**src/rtl/ber_counter.sv**
```systemverilog
`timescale 1ns/1ps
// PRBS7 bit-error-rate counter: HUNT/SYNC/LOCK acquisition, live counters, periodic snapshot reports.
// Latency: an accepted bit shows in the live counters one edge later. DISP_BUSY holds reports back, and periods that elapse meanwhile merge into one.
module ber_counter #(
    parameter int SYNC_LEN      = 16,
    parameter int LOSS_THR      = 8,
    parameter int UPDATE_PERIOD = 2**20
) (
    input  logic        CLK,
    input  logic        RST,
    input  logic        DIN_VALID,
    input  logic        DIN,
    input  logic        CLEAR,
    input  logic        DISP_BUSY,
    output logic        DISP_START,
    output logic [57:0] RECV_CNT,
    output logic [63:0] ERR_CNT,
    output logic        LOCKED,
    output logic        OVERFLOW
);
    localparam int MW = $clog2(SYNC_LEN + 1);
    localparam int EW = $clog2(LOSS_THR + 1);
    localparam int PW = $clog2(UPDATE_PERIOD + 1);
    localparam logic [MW-1:0] SYNC_LAST   = MW'(SYNC_LEN - 1);
    localparam logic [EW-1:0] LOSS_LIM    = EW'(LOSS_THR);
    localparam logic [PW-1:0] PERIOD_LAST = PW'(UPDATE_PERIOD - 1);
    localparam logic [57:0]   RECV_MAX    = '1;

    typedef enum logic [1:0] {HUNT, SYNC, LOCK} state_t;

    state_t        state, state_nxt;
    logic [6:0]    lfsr, lfsr_nxt;
    logic [2:0]    fill_cnt, fill_nxt;
    logic [MW-1:0] match_cnt, match_nxt;
    logic [6:0]    win_bits, win_bits_nxt;
    logic [EW-1:0] win_errs, win_errs_nxt, err_sum;
    logic [57:0]   live_recv, live_recv_nxt;
    logic [63:0]   live_err, live_err_nxt;
    logic [PW-1:0] period_cnt, period_nxt;
    logic          pend, pend_nxt, ovf_nxt, fire;
    logic          pred, bit_err, count_bit;

    always_ff @(posedge CLK or posedge RST) begin
        if (RST) state <= HUNT;
        else     state <= state_nxt;
    end

    always_comb begin
        state_nxt     = state;
        lfsr_nxt      = lfsr;
        fill_nxt      = fill_cnt;
        match_nxt     = match_cnt;
        win_bits_nxt  = win_bits;
        win_errs_nxt  = win_errs;
        live_recv_nxt = live_recv;
        live_err_nxt  = live_err;
        period_nxt    = period_cnt;
        pend_nxt      = pend;
        fire          = 1'b0;
        pred          = lfsr[6] ^ lfsr[5];
        bit_err       = DIN ^ pred;
        count_bit     = 1'b0;
        err_sum       = win_errs + EW'(bit_err);
        if (DIN_VALID) begin
            case (state)
                HUNT: begin
                    lfsr_nxt = {lfsr[5:0], DIN};
                    if (fill_cnt == 3'd6) begin
                        state_nxt = SYNC;
                        fill_nxt  = '0;
                        match_nxt = '0;
                    end else begin
                        fill_nxt = fill_cnt + 3'd1;
                    end
                end
                SYNC: begin
                    lfsr_nxt = {lfsr[5:0], DIN};
                    if (bit_err) begin
                        state_nxt = HUNT;
                        fill_nxt  = '0;
                    end else if (match_cnt == SYNC_LAST) begin
                        state_nxt    = LOCK;
                        win_bits_nxt = '0;
                        win_errs_nxt = '0;
                    end else begin
                        match_nxt = match_cnt + 1'b1;
                    end
                end
                LOCK: begin
                    // The LFSR keeps running through CLEAR so the lock stays aligned.
                    lfsr_nxt  = {lfsr[5:0], pred};
                    count_bit = !CLEAR;
                    if (count_bit) begin
                        if (err_sum == LOSS_LIM) begin
                            state_nxt = HUNT;
                            fill_nxt  = '0;
                        end
                        if (win_bits == 7'd127) begin
                            win_bits_nxt = '0;
                            win_errs_nxt = '0;
                        end else begin
                            win_bits_nxt = win_bits + 7'd1;
                            win_errs_nxt = err_sum;
                        end
                        if (live_recv != RECV_MAX) begin
                            live_recv_nxt = live_recv + 58'd1;
                            live_err_nxt  = live_err + {63'd0, bit_err};
                        end
                        if (period_cnt == PERIOD_LAST) begin
                            period_nxt = '0;
                            pend_nxt   = 1'b1;
                        end else begin
                            period_nxt = period_cnt + 1'b1;
                        end
                    end
                end
                default: state_nxt = HUNT;
            endcase
        end
        ovf_nxt = OVERFLOW | (live_recv_nxt == RECV_MAX);
        if (CLEAR) begin
            live_recv_nxt = '0;
            live_err_nxt  = '0;
            period_nxt    = '0;
            win_bits_nxt  = '0;
            win_errs_nxt  = '0;
            pend_nxt      = 1'b0;
            ovf_nxt       = 1'b0;
        end else if (pend_nxt && !DISP_BUSY && !DISP_START) begin
            fire     = 1'b1;
            pend_nxt = 1'b0;
        end
    end

    always_ff @(posedge CLK or posedge RST) begin
        if (RST) begin
            lfsr       <= '0;
            fill_cnt   <= '0;
            match_cnt  <= '0;
            win_bits   <= '0;
            win_errs   <= '0;
            live_recv  <= '0;
            live_err   <= '0;
            period_cnt <= '0;
            pend       <= 1'b0;
            OVERFLOW   <= 1'b0;
            DISP_START <= 1'b0;
            RECV_CNT   <= '0;
            ERR_CNT    <= '0;
        end else begin
            lfsr       <= lfsr_nxt;
            fill_cnt   <= fill_nxt;
            match_cnt  <= match_nxt;
            win_bits   <= win_bits_nxt;
            win_errs   <= win_errs_nxt;
            live_recv  <= live_recv_nxt;
            live_err   <= live_err_nxt;
            period_cnt <= period_nxt;
            pend       <= pend_nxt;
            OVERFLOW   <= ovf_nxt;
            DISP_START <= fire;
            if (fire) begin
                RECV_CNT <= live_recv_nxt;
                ERR_CNT  <= live_err_nxt;
            end
        end
    end

    assign LOCKED = (state == LOCK);
endmodule
```
**config.mk**
```make
export PLATFORM = sky130hd
export DESIGN_NAME = ber_counter
export DESIGN_NICKNAME = d
export VERILOG_FILES = /design/src/rtl/ber_counter.sv
export SDC_FILE = /design/constraint.sdc
export NUM_CORES = 1
export LEC_CHECK = 0
export ABC_AREA = 1
export CORE_MARGIN = 2
export CORE_UTILIZATION = 25
export CTS_CLUSTER_DIAMETER = 120
export DETAILED_ROUTE_END_ITERATION = 12
export PLACE_DENSITY_LB_ADDON = 0.15
export SLEW_MARGIN = 25
export SYNTH_ARGS = -nofsm -noshare
export SYNTH_HDL_FRONTEND = slang
export SYNTH_SLANG_ARGS = --single-unit
```
**constraint.sdc**
```tcl
create_clock -name CLK -period 16.5 [get_ports CLK]
set_input_delay 1.65 -clock CLK [delete_from_list [all_inputs] [get_ports CLK]]
set_output_delay 1.65 -clock CLK [all_outputs]
set_load 0.01 [all_outputs]
```
# Word level (Yosys, flattened, before mapping)
# Cells that the tools add are included.
# totals
output_inout_bits	125
inputBits	6
reg_bits	296
elab_cells	110
# op_classes
n_reduce_logical	18
n_mux	50
n_addsub	7
bitwise	3
eq_ne	18
# ops
cell	count
two-way mux 58 bit	5
two-way mux 64 bit	4
two-way mux 21 bit	4
adder 64 x 1 -> 64 bit	1
adder 58 x 1 -> 58 bit, second input constant	1
== test 58 bit, second input constant	1
inequality test 58 bit, second input constant	1
two-way mux 7 bit	5
case mux 7 bit (2 select lines)	2
adder 21 x 1 -> 21 bit, second input constant	1
== test 21 x 20 -> 1 bit, second input constant	1
two-way mux 4 bit	5
two-way mux 5 bit	3
AND reduction 5 bit	3
two-way mux 3 bit	4
two-way mux 2 bit	5
inequality test 2 bit, second input constant	5
case mux 5 bit (2 select lines)	1
two-way mux 1 bit	9
inequality test 3 bit, second input constant	3
case mux 3 bit (3 select lines)	1
case mux 4 bit (2 select lines)	1
nonzero test 2 bit	4
adder 7 x 1 -> 7 bit, second input constant	1
other kinds (20)	25

# Longest topological paths before layout
# logic_depth
word_depth	9
ltp_mapped	20
ltp_nobuf	20

# Worst setup path before layout
# Ideal clock, no wire load.
# synth_timing
path_type	input port to flip-flop
start	input port DIN
end	register ERR_CNT[62]
path_stages	16
setup_time_ns	0.122
arrival_time_ns	3.654
n_path_buf	0
required_time_ns	16.378
path_slack_ns	12.725
cell_sequence	or2_2 nand2_1 inv_1 ha_1 ha_1 nand3_1 or2_1 nand3b_1 nor2_1 nand2_1 nor2_1 nand2_1 nor3_2 nand4_1 xor2_1 o21ai_1
# synth_between
elab_chain_len	6
# synth_lines
element	line	source
start: declaration	12	input logic DIN,
XOR 1 bit	61	bit_err = DIN ^ pred;
adder 64 x 1 -> 64 bit	107	live_err_nxt = live_err + {63'd0, bit_err};
two-way mux 64 bit	105	if (live_recv != RECV_MAX) begin
two-way mux 64 bit	65	case (state)
two-way mux 64 bit	64	if (DIN_VALID) begin
two-way mux 64 bit	121	if (CLEAR) begin
end signal: assignment	164	ERR_CNT <= live_err_nxt;
end: declaration	17	output logic [63:0] ERR_CNT,
# Every way passes these cells.
# A chain may end at the register's enable or synchronous reset.

# Final worst setup path
# Same ends and word-level chain as after synthesis.

==> out/metrics.cfg <==
[status]
run_status=complete, no violations

[setup_path]
crit_path_cell_trace=clkdlybuf4s50_1, or2_2, nand2_1, inv_1, ha_1, ha_1, nand3_1, or2_1, nand3b_1, nor2_1, nand2_1, nor2_1, nand2_1, nor3_2, nand4_1, xor2_1, o21ai_1
crit_type=input pin to flop
worstRegToRegCells=11
cpPeakStageDelay_ns=0.52
critPathSlowestCell=clkdlybuf4s50_1
rr_startpoint=state[0]$_DFFE_PP0P_
timing.rr.end=ERR_CNT[63]$_DFFE_PP0P_
critical_path.most_common_cell=nand2_1
setup.reg_to_reg.worst_slack_ns=12.93
crit_start_category=input pin
worst-endpoint-arrival_ns=4.69
critical_path_peak_fanout=4
end_kind=flop
timing.critical_path.required_ns=16.88

[drt]
routedLengthMet1_mm=21.62
route.met3.wl_mm=1.879
route.detailed.vias_per_inst=4.535
met2_wirelength_mm=21.63
route.detailed.wl_per_inst_um=15.76
routed_via_count=13329
routed_wl_mm=46.31
top_routing_layer_in_use=met4
drt_iter0_drc=1054
drt.antenna.violating_nets=0
drc=0
detailedRoute.firstPassIterationCount=6

[clock_network]
path_clk_slew_ns=0.06
tritoncts.num_buffers=38
postCtsResizedCells=0
cts_tree=done
clockRootBuffer=clkbuf_16
clk-insertion-delay-late_ns=0.56
cts_htree_levels=2
maximum_buffer_depth_of_the_clock_tree=3
post_cts_buffers=0
number_of_buffers_added_to_fix_hold_violations_after_cts=0
clkSinkCount=296

[synth]
synth_top_family_by_area=simple AND/OR/NAND/NOR gates
synth.area.top_cells=dfrtp_1 49%, nand2_1 15%, nor2_1 6.0%, inv_1 5.9%, nand3_1 4.2%
synth_common_cells=598 x nand2_1, 296 x dfrtp_1, 244 x nor2_1
yosys_register_bits=296
synth_enable_flop_cells=0
synth_flop_cell=dfrtp_1
synth_mux_area_share_pct=0
synthSimpleGateAreaFrac_pct=31.99
post-synth-top-count-cell=nand2_1
synth_top_area_cell=dfrtp_1
synth.yosys.warnings=0
synthCells=2018
post_synth_fa_ha_maj_area_fraction_pct=1.066
syn_area_per_cell_sq_um=7.564
synth_async_sr_flop_share_pct=100.0
synth_fp_nets=2037
synth_top_cell_area_share_pct=48.52
synthesis.area_sq_um=15260
synth-xor-area-share_pct=3.270
seq_area_frac_synth_pct=48.52
yosysUniqueCellTypes=44
share_of_the_synthesized_area_in_compound_gates_ao_oa_aoi_oai_pct=7.090

[global_routing]
grt_remaining_overflow=0
first_pass_grt_wire_length_mm=74.73
grt_start_max_net_pins=158
first_global_vias=13268
grt.total_usage_pct=14.84
antenna_found_initial=0

[final_layout]
drive_above_1_share_pct=4.868
area_growth_pct=22.44
final_net_count=2151
instances_no_fill=2939
antenna_cells=0

[worst_hold_path]
min_path_type=flop to flop
worst_hold_startpoint=RECV_CNT[46]$_DFFE_PP0P_
min_to=RECV_CNT[46]$_DFFE_PP0P_
hold-path-cell-count=2

[timing]
timing.clock.skew_ns=0.02922
report.final.hold_viol_count=0
rsz0062_at_grt=false
max_clock_freq_mhz=232.2
worst_pin_slew_ns=0.9549
final.setup.tns_ns=0
period_share_pct=26.10
finalSetupViolations=0
final_max_slew_viol_count=0
maxSlewHeadroom_pct=36.34
final.min_clock_period_ns=4.307

[pwr]
pwr_density_cell_nw_per_um2=96.37
power.leakage_uw=0.008052
ir_drop_worst_case_vdd_mv=0.05416

[placement]
detailedPlacementHpwl_mm=33.04
dp_cells=2874
weighted_congestion_at_the_end_of_routability_driven_global_placement=0.8686
io_buffers=130

[floorplanning]
floorplan.core_area_sq_um=60360
fp.dieW_um=251.1
ioPinCount=131
starting_utilization_of_the_core_area_pct=25.29
die_area_sq_um=63050
rows=90
die_y_um=251.1

[job]
max-cap-violations=0

placed cells by master, fill, tap and decap left out, types with 13 or more instances in the layout:
cell type	n
nand2_1	597
dfrtp_1	296
nor2_1	244
inv_1	240
clkdlybuf4s50_1	129
nand3_1	128
nand4_1	73
o21ai_1	70
a21oi_1	55
nor3_1	47
xor2_1	46
clkbuf_16	38
o21ai_0	37
o22ai_1	15
ha_1	13
flip-flops by register name (all words and copies together), names as in the netlist, 2 cells and up:
name and cells:
RECV_CNT 58, fill_cnt 3, state 2, match_cnt 5, live_recv 58, ERR_CNT 64, win_bits 7, live_err 64
period_cnt 21, win_errs 4, lfsr 7
power breakdown:
| group | switching [uW] | internal [uW] |
|---|---|---|
| registers | 13.0 | 746 |
| clock network | 336 | 566 |
| logic | 104 | 36.1 |
| total | 453 | 1350 |
metal layers:
metal | vias to the layer above | global-route usage [%]
met5 | - | 0
met4 | 0 | 4.609
met3 | 70 | 2.216
met2 | 266 | 24.67
met1 | 6311 | 19.86
li1 | 6682 | -
worst max-delay path by stage:
stage	depth (start not counted)	slack [ns]	startpoint	to
6_report	17	12.19	DIN	ERR_CNT[62]$_DFFE_PP0P_
5_1_grt	17	11.87	DIN	ERR_CNT[62]$_DFFE_PP0P_
4_1_cts	17	12.17	DIN	ERR_CNT[62]$_DFFE_PP0P_
3_5_place_dp	17	11.61	DIN	ERR_CNT[62]$_DFFE_PP0P_
3_3_place_gp	17	11.59	DIN	ERR_CNT[62]$_DFFE_PP0P_
2_1_floorplan	1	6.67	RST	DISP_START$_DFF_PP0_
cell type report:
class	count	area [sq um]
clock buffer	45	1017
clock inverter	20	329.1
fill	6525	41670
inverter	243	925.9
multi-input combinational	1413	6646
sequential	296	7407
tap	782	978.4
timing repair buffer	140	1386
cell families (layout without fill, tap and decap cells):
kind of cell,Yosys count,in the layout
AND/OR/NAND/NOR,1144,1144
flip-flops,296,296
buffers and inverters,309,448
XOR/XNOR,57,57
AO/OA/AOI/OAI,199,199
adder cells (fa/ha/maj),13,13
metrics by stage:
step                      instance area, sq um  hold slack (ns)  utilization (%)  power, uW  worst slack [ns]
after floorplan                          15260           0.4422                -      870.5             6.674
after global placement                   17340           0.4594            28.73      914.7             11.59
after detailed placement                 17340           0.4607            28.73      915.5             11.61
after CTS                                18690           0.4754            30.96       1841             12.17
after global routing                     18690           0.4940            30.97       1888             11.87
final                                    18690           0.4705            30.97       1801             12.19
worst max-delay path, delay by kind of cell:
kind | cells | cell delay [ns]
compound gates | 1 | 0.08
xor+xnor | 1 | 0.21
fa+ha+maj | 2 | 0.34
buf+inv | 2 | 0.63
simple gates | 11 | 1.76
(Power assumes the default switching activity.)
==> edit, RTL diff (config.mk and constraints unchanged) <==
Compare `match_cnt` against `SYNC_LAST` with >= in place of ==.
--- a/src/rtl/ber_counter.sv
+++ b/src/rtl/ber_counter.sv
@@ -78,7 +78,7 @@
                     if (bit_err) begin
                         state_nxt = HUNT;
                         fill_nxt  = '0;
-                    end else if (match_cnt == SYNC_LAST) begin
+                    end else if (match_cnt >= SYNC_LAST) begin
                         state_nxt    = LOCK;
                         win_bits_nxt = '0;
                         win_errs_nxt = '0;
Formal check against the unedited RTL: same outputs for any inputs over 4 cycles, from zero or initial values and one cycle with RST high; that may be too few to reach the edited logic, so the function may still have changed.
==> edit against the original RTL <==
Maximum frequency fell by 3.2%; die area fell by 1.1%; utilization fell by 0.17 points; combinational power rose by 4%; area after synthesis fell by 1.1%; power fell by 1.7%; count of clock-buffer cells in the layout rose by 9; register-to-register slack got worse by 0.21 ns; sequential cell count did not move; wire length fell by 4.4%; final area fell by 1.1%; setup slack got worse by 0.14 ns.
==> edit: results (changes against the original RTL) <==
Placed Area 17150 sq um (was 17340 sq um); Inverters 225 (was 243); top cells by instance count after synthesis nand2_1 (498), dfrtp_1 (296), nor2_1 (272), inv_1 (220), o21ai_1 (89) (was nand2_1 (598), dfrtp_1 (296), nor2_1 (244), inv_1 (241), nand3_1 (128)); Met2 Wirelength 20680 microns (was 21630 microns); comb_multi_in 1340 (was 1413); root buf cell clkbuf_16 (unchanged); Worst-Margin Slew 1.028 ns (was 0.9549 ns); CORE AREA 60020 sq um (was 60360 sq um); post-place setup slack 11.40 ns (was 11.61 ns); # clk buffers 54 (was 45); nets@finish 2056 (was 2151); Seq area share 40.07% (was 39.63%); R2R Path Start period_cnt[1]$_DFFE_PP0P_ (was state[0]$_DFFE_PP0P_); Worst Clk Skew 0.01570 ns (was 0.02922 ns); switching pwr 453.6 uW (was 452.5 uW); DRT Pass-1 Iters 5 (was 6); ranking of synthesized cells by area dfrtp_1 (49%), nand2_1 (12%), nor2_1 (6.8%), inv_1 (5.5%), o21ai_1 (3.0%) (was dfrtp_1 (49%), nand2_1 (15%), nor2_1 (6.0%), inv_1 (5.9%), nand3_1 (4.2%)); Post-Syn Nets 1939 (was 2037); path depth of the worst reg2reg path 13 (was 11); Fillers 6417 (was 6525); critical path arrival 4.92 ns (was 4.69 ns); leakage 0.007634 uW (was 0.008052 uW); port bufs 130 (unchanged); critical path fanouts, max 35 (was 4); CP max stage delay 0.81 ns (was 0.52 ns); global-route wire length before repair 71560 microns (was 74730 microns); layout cell share with drive strength beyond 1 6.441% (was 4.868%); HP Class flip-flop to flip-flop (unchanged); Iteration-0 DRC Markers 715 (was 1054); Placer Congestion 0.8976 (was 0.8686); routed len/inst 15.54 microns (was 15.76 microns); vias in the first global route 12802 (was 13268); Synth Register Bits 296 (unchanged); CTS resizes 0 (unchanged); all-layer global routing usage 14.35% (was 14.84%); area of the multi-input gates 6560 sq um (was 6646 sq um); pin count of the biggest net entering global routing 166 (was 158); Worst R2R Setup Slack 12.72 ns (was 12.93 ns); top layer in use met4 (unchanged); H-tree depth 2 (unchanged); clk slew on worst S/H paths 0.06 ns (about the same); Setup crit start DIN_VALID (was DIN); diode count 0 (unchanged); Max VDD drop 0.06230 mV (was 0.05416 mV); vias per cell 4.470 (was 4.535); worst r2r dst RECV_CNT[1]$_DFFE_PP0P_ (was ERR_CNT[63]$_DFFE_PP0P_); status finished clean (unchanged); sequential area share after synthesis 49.06% (was 48.52%); Worst Setup EP OVERFLOW$_DFF_PP0_ (was ERR_CNT[62]$_DFFE_PP0P_); Final WS setup 12.05 ns (was 12.19 ns); Non-clk bufs 136 (was 140); fraction of cell area in non-clock buffers 7.445% (was 7.417%); Clock-cell share 7.073% (was 7.203%); postcts setup bufs 0 (unchanged); Distinct cells, synth 50 (was 44); HPWL Detailed 31160 microns (was 33040 microns); Post-Route M1 WL 20480 microns (was 21620 microns); met3 WL post-DR 2013 microns (was 1879 microns)
## edit: kinds of logic after synthesis
logic type / share of synthesized area [%]
flip-flops: 49.06
adder cells (fa/ha/maj): 1.077
XOR/XNOR: 4.003
buffers and inverters: 7.583
AO/OA/AOI/OAI: 7.608
AND/OR/NAND/NOR: 30.67
## edit: per-stage QoR
step / std cells / utilization [%] / hold slack (ns)
floorplan: 1920 / - / 0.4428
global placement: 2778 / 28.57 / 0.4538
detailed placement: 2778 / 28.57 / 0.4570
CTS: 2846 / 30.75 / 0.4692
global route: 2847 / 30.80 / 0.4937
finish: 2847 / 30.80 / 0.4682
## edit: worst min path at each step
stage	start	slack (ns)	end	cells after the start
final	lfsr[1]$_DFFE_PP0P_	0.47	lfsr[2]$_DFFE_PP0P_	2
after detailed placement	lfsr[1]$_DFFE_PP0P_	0.46	lfsr[2]$_DFFE_PP0P_	2
after floorplan	lfsr[1]$_DFFE_PP0P_	0.44	lfsr[2]$_DFFE_PP0P_	2
after global routing	lfsr[1]$_DFFE_PP0P_	0.49	lfsr[2]$_DFFE_PP0P_	2
after global placement	lfsr[1]$_DFFE_PP0P_	0.45	lfsr[2]$_DFFE_PP0P_	2
after CTS	lfsr[1]$_DFFE_PP0P_	0.47	lfsr[2]$_DFFE_PP0P_	2
## edit: routing by layer
| metal | GRT usage (%) | vias up |
|---|---|---|
| met5 | 0 | - |
| met4 | 4.630 | 0 |
| met3 | 2.566 | 63 |
| met2 | 23.74 | 256 |
| met1 | 18.97 | 6031 |
| li1 | - | 6375 |
## edit: power by group through the flow
stage,Combinational [uW],Sequential (uW),Clock (uW)
floorplan,109,769,0
global placement,145,771,0
detailed placement,149,771,0
CTS,149,759,900
global route,169,761,928
finish,146,758,866
